**src/rtl/bwt_pkg.sv**
```systemverilog
// Shared types and constants for the BWT prefix-doubling control path.
package bwt_pkg;

  localparam int unsigned DATA_W = 8;

  localparam logic RANK_SRC_CHAR   = 1'b0;
  localparam logic RANK_SRC_BUCKET = 1'b1;

  typedef enum logic [3:0] {
    ST_IDLE      = 4'd0,
    ST_LOAD      = 4'd1,
    ST_SORT_REQ  = 4'd2,
    ST_SORT_WAIT = 4'd3,
    ST_BB_REQ    = 4'd4,
    ST_BB_WAIT   = 4'd5,
    ST_CHECK     = 4'd6,
    ST_UPDATE    = 4'd7,
    ST_FIN       = 4'd8
  } ctrl_state_t;

  // Doubling offset that sticks at its top bit instead of wrapping to zero.
  function automatic logic [DATA_W-1:0] k_double_sat(input logic [DATA_W-1:0] k_cur);
    return k_cur[DATA_W-1] ? k_cur : (k_cur << 1);
  endfunction

endpackage

```
**src/rtl/edge_detect_rise.sv**
```systemverilog
// Registered rising-edge detector: pulses while d is high and was low last cycle.
module edge_detect_rise (
  input  logic clk,
  input  logic rst,
  input  logic d,
  output logic rise_c
);

  logic d_q;

  always_ff @(posedge clk or posedge rst) begin
    if (rst) d_q <= 1'b0;
    else     d_q <= d;
  end

  assign rise_c = d & ~d_q;

endmodule

```
**src/rtl/bwt_doubling_ctrl.sv**
```systemverilog
// Prefix-doubling round sequencer: drives the pair sorter and bucket builder
// once per round until buckets are unique or the round budget is spent.
module bwt_doubling_ctrl
  import bwt_pkg::*;
#(
  parameter int unsigned STRING_LEN = 8,
  parameter int unsigned MAX_ITER   = 4
) (
  input  logic              clk,
  input  logic              rst,
  input  logic              start,
  output logic              busy,
  output logic              done,
  output logic              err,
  output logic [DATA_W-1:0] k,
  output logic [DATA_W-1:0] iter,
  output logic              rank_load,
  output logic              rank_src_sel,
  output logic              sort_start,
  input  logic              sort_done,
  output logic              bb_start,
  input  logic              bb_done,
  input  logic [DATA_W-1:0] bb_max_bucket
);

  ctrl_state_t       state, state_n;
  logic [DATA_W-1:0] k_n, iter_n, max_q, max_n;
  logic              err_n;
  logic              bb_rise_c;

  // A builder done level left over from the previous round must not count.
  edge_detect_rise u_bb_done_edge (
    .clk    (clk),
    .rst    (rst),
    .d      (bb_done),
    .rise_c (bb_rise_c)
  );

  always_comb begin
    state_n = state;
    k_n     = k;
    iter_n  = iter;
    err_n   = err;
    max_n   = max_q;
    unique case (state)
      ST_IDLE: begin
        if (start) begin
          state_n = ST_LOAD;
          k_n     = DATA_W'(1);
          iter_n  = '0;
          err_n   = 1'b0;
        end
      end
      ST_LOAD:      state_n = ST_SORT_REQ;
      ST_SORT_REQ:  state_n = ST_SORT_WAIT;
      ST_SORT_WAIT: if (sort_done) state_n = ST_BB_REQ;
      ST_BB_REQ:    state_n = ST_BB_WAIT;
      ST_BB_WAIT: begin
        if (bb_rise_c) begin
          max_n   = bb_max_bucket;
          state_n = ST_CHECK;
        end
      end
      ST_CHECK: begin
        iter_n = iter + DATA_W'(1);
        if (32'(max_q) >= STRING_LEN) begin
          state_n = ST_FIN;
        end else if (32'(iter_n) == MAX_ITER) begin
          err_n   = 1'b1;
          state_n = ST_FIN;
        end else begin
          state_n = ST_UPDATE;
        end
      end
      ST_UPDATE: begin
        k_n     = k_double_sat(k);
        state_n = ST_SORT_REQ;
      end
      ST_FIN:  state_n = ST_IDLE;
      default: state_n = ST_IDLE;
    endcase
  end

  // Strobes are decoded from the next state so every output comes off a flop
  // yet lines up with the state it belongs to.
  always_ff @(posedge clk or posedge rst) begin
    if (rst) begin
      state        <= ST_IDLE;
      busy         <= 1'b0;
      done         <= 1'b0;
      err          <= 1'b0;
      k            <= DATA_W'(1);
      iter         <= '0;
      max_q        <= '0;
      rank_load    <= 1'b0;
      rank_src_sel <= RANK_SRC_CHAR;
      sort_start   <= 1'b0;
      bb_start     <= 1'b0;
    end else begin
      state      <= state_n;
      busy       <= (state_n != ST_IDLE);
      done       <= (state_n == ST_FIN);
      rank_load  <= (state_n == ST_LOAD) || (state_n == ST_UPDATE);
      sort_start <= (state_n == ST_SORT_REQ);
      bb_start   <= (state_n == ST_BB_REQ);
      if (state_n == ST_LOAD)        rank_src_sel <= RANK_SRC_CHAR;
      else if (state_n == ST_UPDATE) rank_src_sel <= RANK_SRC_BUCKET;
      err   <= err_n;
      k     <= k_n;
      iter  <= iter_n;
      max_q <= max_n;
    end
  end

endmodule

```
**config.mk**
```make
export PLATFORM = sky130hd
export DESIGN_NAME = bwt_doubling_ctrl
export DESIGN_NICKNAME = d
export VERILOG_FILES = /design/src/rtl/bwt_pkg.sv /design/src/rtl/edge_detect_rise.sv /design/src/rtl/bwt_doubling_ctrl.sv
export SDC_FILE = /design/constraint.sdc
export NUM_CORES = 1
export LEC_CHECK = 0
export BUFFER_PORTS_ARGS = -buffer_cell sky130_fd_sc_hd__buf_2
export CAP_MARGIN = 20
export CORE_UTILIZATION = 47
export DETAILED_ROUTE_END_ITERATION = 10
export HOLD_SLACK_MARGIN = 0.08
export PLACE_DENSITY = 0.74
export SKIP_LAST_GASP = 1
export SYNTH_ARGS = -nofsm -noshare
export SYNTH_HDL_FRONTEND = slang
export SYNTH_SLANG_ARGS = --single-unit
```
**constraint.sdc**
```tcl
create_clock -name clk -period 1.5 [get_ports clk]
set_input_delay 0.225 -clock clk [delete_from_list [all_inputs] [get_ports clk]]
set_output_delay 0.225 -clock clk [all_outputs]
set_load 0.005 [all_outputs]
```
==> metrics <==
outcome=complete, but fails checks; failing checks=negative setup slack; clock slew at the register clock pins of the worst setup and hold paths=0.10 ns; Final Hold Viols=0; Routed WL=3.04 mm; gr busiest metal=met2; post-synth top area share=53.8%; Leakage Power=1.04 nW; most frequent cell after synthesis=dfrtp_1; Setup crit start kind=flop; slowest stage delay, CP=0.59 ns; ys flop type=dfrtp_1; Synth warnings=0; H-tree depth=2; met3 GRT Util=4.69%; Arr. time, crit path=1.75 ns; Post-Synthesis Cells=130; Area Growth Syn to Fin=32.8%; total number of vias=1209; PortBufs=32; met1 usage=25.2%; root buffer cell=clkbuf_4; grt ovf=0; Crit Path Max Fanout=6; Max transition margin=73.0%; Pwr Density=1660 nW/um2; Seq cells post-synth=33; met2 global-route usage=34.6%; Post-synth EDFFs=0; vias in the first global route=1192; Worst-Skew Late Latency=0.33 ns; num rows=20; VDD IR max=959 uV; Synth area leader=dfrtp_1; Num CTS Buffers=5; Req. time, crit path=1.72 ns; Die W=58.3 um; vias per inst=5.14; diode count=0; DP Worst Slack=-0.0601 ns; critical-path cell list=or4b_4 > a21o_4 > a22o_1; DP HPWL=2.16 mm; critical path type=flop to flop; post-route minimum period=1.53 ns; CTS tree=built; max cap viols=0; Hold WS=0.121 ns; sequential area share after synthesis=55.6%; TritonRoute pass-1 iters=4; clock sinks=33; Core Util, Final=65.2%; final setup fails=8; Area contributors post-synth=dfrtp_1, mux2_4, a22o_1; WP buf/inv=0; gpl congestion=0.854; Tot GR Track Use=20.7%; synth unique cells=40; setup ws final=-0.0260 ns; initial antenna violation count=0; Synth Net Count=144; Filler cells=243; Critical-path top delay cell=or4b_4; f_max=655 MHz; largest net degree at the start of global routing=34; Netlist Area Pre-Place=1490 um2; Tightest Pin Transition=0.404 ns; skew final=0.00855 ns; Final Cell Area=1980 um2; CP top delay family=simple AND/OR/NAND/NOR gates; Avg Cell Area, Syn=11.4 um2; Placed Area=1820 um2; residual DRC count=0; Starting DRT DRC Count=50; DRT antenna net count=0; Hold Crit Class=input pin to flop; Top-Level Pins=36; Multi-input gate area=652 um2; Core Box Area=3030 um2; Worst Setup End Kind=flop; first-pass GRT wire length=5.20 mm; number of nets in the layout=204; fraction of layout cells with a size suffix above 1=42.4%; die height=58.3 um; most instantiated cells after synthesis=dfrtp_1, nor2_1, nand2_1; post-synthesis async set-or-reset flop share=100%; crit share post-route=102%; die area=3390 um2; register area=827 um2; clk buf depth=2; fin. max-slew vios=0; Starting Density=49.1%; WL per Instance=12.9 um; RSZ-0062 raised after global routing=yes
-- registers in the layout, summed over array words and instances, names as in the netlist --
signal and count:
u_bb_done_edge.d_q 1, rank_src_sel 1, state 4, k 8, rank_load 1, busy 1, bb_start 1, sort_start 1
err 1, done 1, max_q 5, iter 8
-- per-layer routing --
layer	routed length [um]	up-vias
met5	0	-
met4	57	0
met3	96	7
met2	1520	30
met1	1370	583
li1	-	589
-- worst reg2reg max path, delay by kind of cell, from the launching register on --
| family | cells | cell delay, ns |
|---|---|---|
| compound gates | 2 | 0.43 |
| flops | 1 | 0.41 |
| simple gates | 1 | 0.59 |
-- metrics by stage --
| step | setup TNS, ns | cells | total power, W |
|---|---|---|---|
| 6_report | -0.149 | 235 | 0.00329 |
| 5_1_grt | -0.982 | 235 | 0.00355 |
| 4_1_cts | -0.118 | 232 | 0.00320 |
| 3_5_place_dp | -0.537 | 219 | 0.00264 |
| 3_3_place_gp | -0.209 | 219 | 0.00258 |
| 2_1_floorplan | -0.219 | 130 | 0.00211 |
-- worst paths after layout --
path	end	from	cells after the start	slack (ns)
setup / recovery	k[6]$_DFFE_PP0P_	state[1]$_DFF_PP0_	3	-0.03
hold / removal	max_q[5]$_DFFE_PP0P_	bb_max_bucket[5]	2	0.12
setup reg to reg	k[6]$_DFFE_PP0P_	state[1]$_DFF_PP0_	3	-0.03
hold reg to reg	rank_src_sel$_DFFE_PP0P_	rank_src_sel$_DFFE_PP0P_	2	0.50
max in group asynchronous	k[0]$_DFFE_PP1P_	rst	4	0.68
min in group asynchronous	k[2]$_DFFE_PP0P_	rst	4	0.50
-- area by class of cell --
cell class / instances / area share, %
Tap cell: 44 / 2.79
Timing Repair Buffer: 59 / 19.0
Sequential cell: 33 / 41.9
Inverter: 4 / 0.760
Clock inverter: 2 / 0.507
Multi-Input combinational cell: 87 / 33.0
Clock buffer: 6 / 2.09
-- power breakdown --
part / leakage, nW / total, W / switching [W] / internal, W
combinational: 0.575 / 0.00145 / 0.000634 / 0.000812
sequential: 0.432 / 0.00137 / 0.000209 / 0.00116
clock: 0.0320 / 0.000470 / 0.000292 / 0.000178
total: 1.04 / 0.00329 / 0.00113 / 0.00215
-- repair_timing --
action                                  4_1_cts  5_1_grt
hold buffers                                  2        0
endpoints found under the hold margin        33        0
gates resized for setup                       6        5
setup buffers                                 3        3
gates cloned                                  0        0
pin swaps                                     4        4
endpoints found under the setup margin       17       23
-- layout by cell type (no fill, tap or decap), types with 2 or more instances in the layout --
cell            n
nand2_1        10
mux2_4          5
buf_2          32
dlygate4sd3_1   2
buf_6           2
nand2b_4        2
a21oi_1         5
buf_4          23
and3_1          3
nor3_1          3
o21ai_1         2
inv_1           4
clkbuf_4        5
nand3_1         7
o31a_1          2
o22ai_1         3
nor2_1         11
clkinv_2        2
xor2_1          3
a22o_1          8
dfrtp_1        32
mux2i_1         2
or4_4           2
-- logic make-up after synthesis --
| family | share of synthesized area [%] |
|---|---|
| buf+inv | 3.53 |
| flops | 55.6 |
| fa+ha+maj | 0.841 |
| xor+xnor | 2.36 |
| mux | 6.39 |
| compound gates | 13.6 |
| simple gates | 17.7 |
Note: power is estimated with default switching activity, not from simulation.
